File: src/rtl/oka_mul_seq.sv
// Bit-serial overlap-free Karatsuba carry-less multiplier, GF(2)[x].
// Define OKA_KARATSUBA_EN for three accumulators instead of four.
module oka_mul_seq #(
    parameter int N = 32
) (
    input  logic           clk,
    input  logic           rst,
    input  logic           in_valid,
    output logic           in_ready,
    input  logic [N-1:0]   a,
    input  logic [N-1:0]   b,
    output logic           out_valid,
    input  logic           out_ready,
    output logic [2*N-2:0] p
);

    localparam int H  = N / 2;
    localparam int W  = 2 * H - 1;
    localparam int CW = $clog2(H) + 1;

    typedef enum logic [1:0] {
        IDLE,
        BUSY,
        DONE
    } state_t;

    state_t state_q, state_d;

    logic [H-1:0]   ae, ao, be, bo;
    logic [W-1:0]   sh_e_q, sh_o_q;
    logic [H-1:0]   be_q, bo_q;
    logic [CW-1:0]  cnt_q;
    logic [W-1:0]   acc_p1_q, acc_p4_q;
    logic [W-1:0]   p1_n, p4_n, m;
    logic [2*N-2:0] p_q, p_n;
    logic           se, so, last;

`ifdef OKA_KARATSUBA_EN
    logic [W-1:0]   acc_p3_q, p3_n;
`else
    logic [W-1:0]   acc_x1_q, acc_x2_q, x1_n, x2_n;
`endif

    always_comb begin
        ae = '0;
        ao = '0;
        be = '0;
        bo = '0;
        for (int i = 0; i < H; i++) begin
            ae[i] = a[2*i];
            ao[i] = a[2*i+1];
            be[i] = b[2*i];
            bo[i] = b[2*i+1];
        end
    end

    assign se   = be_q[0];
    assign so   = bo_q[0];
    assign last = (cnt_q == CW'(H - 1));

    assign p1_n = acc_p1_q ^ (se ? sh_e_q : '0);
    assign p4_n = acc_p4_q ^ (so ? sh_o_q : '0);

`ifdef OKA_KARATSUBA_EN
    assign p3_n = acc_p3_q ^ ((se ^ so) ? (sh_e_q ^ sh_o_q) : '0);
    assign m    = p3_n ^ p1_n ^ p4_n;
`else
    assign x1_n = acc_x1_q ^ (so ? sh_e_q : '0);
    assign x2_n = acc_x2_q ^ (se ? sh_o_q : '0);
    assign m    = x1_n ^ x2_n;
`endif

    // Even product bits carry P1 and P4 shifted by one; odd bits are the middle term.
    always_comb begin
        p_n = '0;
        for (int i = 0; i < W; i++) begin
            p_n[2*i]   = p_n[2*i] ^ p1_n[i];
            p_n[2*i+1] = m[i];
        end
        for (int i = 0; i < W; i++) begin
            p_n[2*i+2] = p_n[2*i+2] ^ p4_n[i];
        end
    end

    always_ff @(posedge clk) begin
        if (rst) begin
            state_q <= IDLE;
        end else begin
            state_q <= state_d;
        end
    end

    always_comb begin
        state_d = state_q;
        case (state_q)
            IDLE:    if (in_valid) state_d = BUSY;
            BUSY:    if (last) state_d = DONE;
            DONE:    if (out_ready) state_d = IDLE;
            default: state_d = IDLE;
        endcase
    end

    always_ff @(posedge clk) begin
        if (rst) begin
            p_q      <= '0;
            cnt_q    <= '0;
            sh_e_q   <= '0;
            sh_o_q   <= '0;
            be_q     <= '0;
            bo_q     <= '0;
            acc_p1_q <= '0;
            acc_p4_q <= '0;
`ifdef OKA_KARATSUBA_EN
            acc_p3_q <= '0;
`else
            acc_x1_q <= '0;
            acc_x2_q <= '0;
`endif
        end else begin
            case (state_q)
                IDLE: begin
                    if (in_valid) begin
                        sh_e_q   <= {{(W-H){1'b0}}, ae};
                        sh_o_q   <= {{(W-H){1'b0}}, ao};
                        be_q     <= be;
                        bo_q     <= bo;
                        cnt_q    <= '0;
                        acc_p1_q <= '0;
                        acc_p4_q <= '0;
`ifdef OKA_KARATSUBA_EN
                        acc_p3_q <= '0;
`else
                        acc_x1_q <= '0;
                        acc_x2_q <= '0;
`endif
                    end
                end
                BUSY: begin
                    acc_p1_q <= p1_n;
                    acc_p4_q <= p4_n;
`ifdef OKA_KARATSUBA_EN
                    acc_p3_q <= p3_n;
`else
                    acc_x1_q <= x1_n;
                    acc_x2_q <= x2_n;
`endif
                    sh_e_q   <= sh_e_q << 1;
                    sh_o_q   <= sh_o_q << 1;
                    be_q     <= be_q >> 1;
                    bo_q     <= bo_q >> 1;
                    cnt_q    <= cnt_q + CW'(1);
                    if (last) p_q <= p_n;
                end
                default: ;
            endcase
        end
    end

    assign in_ready  = (state_q == IDLE);
    assign out_valid = (state_q == DONE);
    assign p         = p_q;

endmodule

File: config.mk
export PLATFORM = sky130hd
export DESIGN_NAME = oka_mul_seq
export DESIGN_NICKNAME = d
export VERILOG_FILES = /design/src/rtl/oka_mul_seq.sv
export SDC_FILE = /design/constraint.sdc
export NUM_CORES = 1
export LEC_CHECK = 0
export ABC_AREA = 0
export CORE_MARGIN = 3
export CORE_UTILIZATION = 35
export CTS_CLUSTER_DIAMETER = 30
export CTS_CLUSTER_SIZE = 30
export DETAILED_ROUTE_END_ITERATION = 16
export PLACE_DENSITY = 0.5
export SLEW_MARGIN = 10
export SYNTH_ARGS = -nofsm -noshare
export SYNTH_HDL_FRONTEND = slang
export SYNTH_SLANG_ARGS = --single-unit
File: constraint.sdc
create_clock -name clk -period 1.9 [get_ports clk]
set_input_delay 0.38 -clock clk [delete_from_list [all_inputs] [get_ports clk]]
set_output_delay 0.38 -clock clk [all_outputs]
set_load 0.02 [all_outputs]
# [Word-level counts from Yosys, hierarchy flattened]
# Cells that the tools add are included.
[word_totals] inputBits=68 wordCells=81 ff_bits=288
[classes] mux=23 n_addsub=1 bitwise_logic=35 n_eq_ne=6 reduce_logical=5
[op_table] op="one-hot mux 31 bit (2 select lines)" n=6
[op_table] op="2-to-1 mux 31 bit" n=7
[op_table] op="bitwise XOR 31 bit" n=5
[op_table] op="one-hot mux 16 bit (2 select lines)" n=2
[op_table] op="2-to-1 mux 16 bit" n=2
[op_table] op="bitwise XOR 1 bit" n=30
[op_table] op="one-hot mux 5 bit (2 select lines)" n=1
[op_table] op="2-to-1 mux 2 bit" n=3
[op_table] op="one-hot mux 2 bit (3 select lines)" n=1
[op_table] op="adder 5 x 1 -> 5 bit (second input constant)" n=1
[op_table] op="equality test 5 x 4 -> 1 bit (second input constant)" n=1
[op_table] op="2-to-1 mux 5 bit" n=1
[op_table] op="inequality test 2 bit (second input constant)" n=2
[op_table] op="AND reduction 2 bit" n=2
[op_table] op="AND reduction 3 bit" n=1
[op_table] op="equality test 2 x 1 -> 1 bit (second input constant)" n=1
[op_table] op="equality test 2 bit (second input constant)" n=1
[op_table] op="zero test 2 bit" n=1
[op_table] op="inequality test 2 x 1 -> 1 bit (second input constant)" n=1
[op_table] op="nonzero test 2 bit" n=1

# [Logic depth before layout (Yosys ltp)]
[depth] ltp_word=3 mapped_depth=9

# [Least setup slack after synthesis]
# OpenSTA, ideal clock, no wires.
[synth_path] path_kind="flip-flop to flip-flop" from="reg cnt_q[0]" to="reg state_q[1]" slack_ns=0.221 stages_incl_launch_ff=10 setup_ns=0.128 t_required_ns=1.772 period_less_slack_ns=1.679 path_buffers=3 arrival_ns=1.551 path_cell_list="dfxtp_1 > ha_1 > and3_1 > ha_1 > and2_1 > buf_4 > buf_6 > buf_6 > a21oi_1 > nor2_1"
[synth_via] elab_chain_cells=3
[synth_rtl] item="start: declaration" line="32" source="logic [CW-1:0] cnt_q;"
[synth_rtl] item="start signal: assignment" line="151" source="cnt_q <= cnt_q + CW'(1);"
[synth_rtl] item="equality test 5 x 4 -> 1 bit" line="59" source="assign last = (cnt_q == CW'(H - 1));"
[synth_rtl] item="inequality test 2 bit (no line)"
[synth_rtl] item="AND reduction 3 bit (no line)"
[synth_rtl] item="end signal: assignment" line="89" source="state_q <= state_d;"
[synth_rtl] item="end: declaration" line="27" source="state_t state_q, state_d;"
# Every way passes these cells.
# A chain may end at the register's enable or synchronous reset.

# [Worst setup path after layout]
[layout_path] from="reg state_q[0]" to="out in_ready"
[layout_via] elab_chain_cells=1
[layout_rtl] item="zero test 2 bit" line="159" source="assign in_ready = (state_q == IDLE);"
[layout_rtl] item="end: declaration" line="9" source="output logic in_ready,"
# Every way passes these cells.

==> impl_metrics.py <==
metrics = {
    "sta": {
        "relSlewSlack_pct": 68.1,
        "finalSetupViolations": 0,
        "rsz0062_at_grt": "false",
        "period_share_pct": 94.4,
        "finalCriticalPeriod_ns": 1.79,
        "setup_tns_ns": 0,
        "max_freq_mhz": 558,
        "skew_ns": 0.0167,
        "finalMaxSlewViolations": 0,
        "max_slew.worst_pin.slew_ns": 0.478,
        "final-hold-violation-count": 0,
        "holdWs_ns": 0.164,
    },
    "power": {
        "ir_drop_mv": 0.647,
        "p_per_area_mw_per_mm2": 1170,
        "p_leak_nw": 6.78,
    },
    "cts": {
        "cts.sinks": 288,
        "path_clk_slew_ns": 0.04,
        "post_cts.repair.setup_buffers": 0,
        "root_buffer": "clkbuf_16",
        "clk-insertion-delay-late_ns": 0.58,
        "clockBufferDepth": 3,
        "cts_inserted_buffers": 80,
        "h-tree-depth": 3,
        "cts_tree": "built",
    },
    "drt": {
        "route.final.wire_length_um": 39200,
        "detail_route.iter0.violations": 733,
        "via_per_inst": 5.11,
        "num_vias": 12900,
        "ant_nets": 0,
        "wl_per_cell_um": 15.5,
        "first_pass_iters": 5,
        "drc": 0,
    },
    "layout": {
        "fillers": 3917,
        "finalNonFillerCells": 2522,
        "fin_area_mm2": 0.0188,
        "area_growth_pct": 32.5,
        "diodes": 0,
        "final_nets": 1999,
        "final_layout_size_suffix_gt1_share_pct": 9.16,
    },
    "yosys": {
        "syn_area_mm2": 0.0142,
        "synthDominantCellAreaShare_pct": 40.7,
        "yosys.area_share.simple_pct": 21.5,
        "ys_seq_elements": 288,
        "synth_xor_area_share_pct": 11.4,
        "ys.warnings.count": 0,
        "yosysUniqueCellTypes": 28,
        "synthCells": 1837,
        "yosys.area_share.adder_pct": 0.177,
        "synth.avg_cell_area_um2": 7.71,
        "ys_seq_area_share_pct": 40.7,
        "muxShareOfSynthArea_pct": 0,
        "synthTopCellsByArea": "dfxtp_1, xnor2_1, a21oi_1",
        "synth_top_area_cell": "dfxtp_1",
        "synth_top_family_by_area": "simple AND/OR/NAND/NOR gates",
        "synth_nets": 1907,
        "synth_compound_area_share_pct": 20.8,
    },
    "worst_setup_path": {
        "crit_fanout": 9,
        "startpoint_type": "flip-flop",
        "worstPathRequired_ns": 1.52,
        "end_kind": "output port",
        "worstSetupPathType": "reg2out",
        "r2r_slack_ns": 0.15,
        "worstPathArrival_ns": 1.41,
    },
    "min_path": {
        "hp-class": "in2reg",
    },
    "run": {
        "max_cap_violations": 0,
    },
    "floorplan": {
        "die_h_um": 207,
        "pin_count": 133,
        "core_mm2": 0.0398,
        "row_count": 73,
        "initial_core_util_pct": 35.6,
        "dieArea_mm2": 0.0429,
        "dieWidth_um": 207,
    },
    "place": {
        "hpwl_um": 23400,
        "place_area_mm2": 0.0160,
        "gp_congestion": 0.742,
        "dp.cells": 2371,
        "port_buffers": 132,
    },
    "global_routing": {
        "grt_pass1_vias": 12482,
        "grt_pass1_wl_um": 64400,
        "grt_usage_pct": 17.7,
        "grt_max_degree": 89,
        "antenna_found_initial": 0,
        "grt.overflow.total": 0,
    },
    "status": {
        "status": "finished, final reports clean",
    },
}
-- flip-flops by register name (all words and copies together) (netlist names), 5 cells and up --
signal and flops:
acc_p1_q 31, sh_o_q 31, acc_p4_q 31, p 63, sh_e_q 31, bo_q 16, be_q 16, acc_x2_q 31
cnt_q 5, acc_x1_q 31
-- cells in the final DEF (no fill, tap or decap), types with 4 or more instances in the layout --
cell type | netlist | final
a21oi_1 | 312 | 312
dfxtp_1 | 288 | 283
nor2_1 | 283 | 281
xnor2_1 | 183 | 183
o21ai_0 | 125 | 125
or3_1 | 125 | 125
nand2_1 | 125 | 125
clkbuf_16 | 0 | 82
a211oi_1 | 66 | 66
clkdlybuf4s50_1 | 0 | 65
dlygate4sd2_1 | 0 | 62
nor2b_1 | 60 | 59
nor3_1 | 58 | 58
a22oi_1 | 35 | 35
clkbuf_1 | 95 | 19
buf_12 | 0 | 19
buf_4 | 3 | 15
bufinv_16 | 0 | 14
clkinv_2 | 0 | 13
clkbuf_8 | 0 | 11
clkinvlp_4 | 0 | 5
inv_1 | 4 | 4
inv_6 | 0 | 4
-- worst paths after layout --
check / from / to / depth (start not counted)
max: state_q[0] / in_ready / 2
min: rst / bo_q[15] / 2
max reg2reg: cnt_q[1] / p[55] / 7
min reg2reg: bo_q[3] / bo_q[3] / 2
-- final cells by class --
type / count / area (µm²) / share of cell area, %
Multi-Input combinational cell: 1387 / 7670 / 40.9
Inverter: 4 / 15.0 / 0.0800
Clock inverter: 39 / 607 / 3.23
Sequential cell: 288 / 5780 / 30.8
Tap cell: 525 / 657 / 3.50
Clock buffer: 111 / 2250 / 12.0
Timing Repair Buffer: 168 / 1790 / 9.53
-- logic make-up (layout without fill, tap and decap cells) --
group,after synthesis,count (layout)
simple gates,661,661
fa+ha+maj,2,2
xor+xnor,185,185
flops,288,288
compound gates,539,539
buf+inv,162,322
-- metal layers --
layer	vias up	track usage, %	wire length (µm)
met2	229	27.5	17400
li1	6538	-	-
met3	64	3.98	1850
met1	6069	24.3	19100
met4	0	6.09	743
met5	-	0	0
-- per-stage QoR --
stage | total power [mW] | setup slack, ns | util (%)
global route | 22.8 | 0.00783 | 47.1
finish | 22.0 | 0.107 | 47.1
detailed placement | 8.03 | 0.146 | 40.1
floorplan | 7.47 | 0.221 | -
global placement | 8.01 | 0.221 | 40.1
CTS | 22.3 | 0.00296 | 47.0
-- where the power goes --
group          leakage [nW]  switching, mW  internal, mW  total [mW]
clock network          1.39           3.97          10.1        14.1
registers              2.34          0.179          6.22        6.40
logic                  3.05          0.912         0.605        1.52
-- critical path, stage by stage, from the launching register on --
cell             delay, ns
dfxtp_4               0.39
nor2_2                0.15
clkdlybuf4s15_2       0.29
-- cell usage after synthesis --
cell type  count
buf_6         10
and3_1         1
nand2_1      125
nor2_1       283
and2_1         2
a31oi_1        1
or2_1          1
nand3_1        2
buf_2         44
xor2_1         2
inv_1          4
a22oi_1       35
dfxtp_1      288
clkbuf_2       4
ha_1           2
a211oi_1      66
buf_4          3
nor3_1        58
nor2b_1       60
nand3b_1       1
nor3b_1        2
o21ai_0      125
nand2b_4       1
buf_1          2
xnor2_1      183
or3_1        125
clkbuf_1      95
a21oi_1      312
-- what timing repair did --
action,CTS,global route
gates resized for setup,70,4
cloned,0,1
hold buffers,0,0
setup endpoints to repair,64,17
No activity file was read; power rests on OpenSTA's default activity.
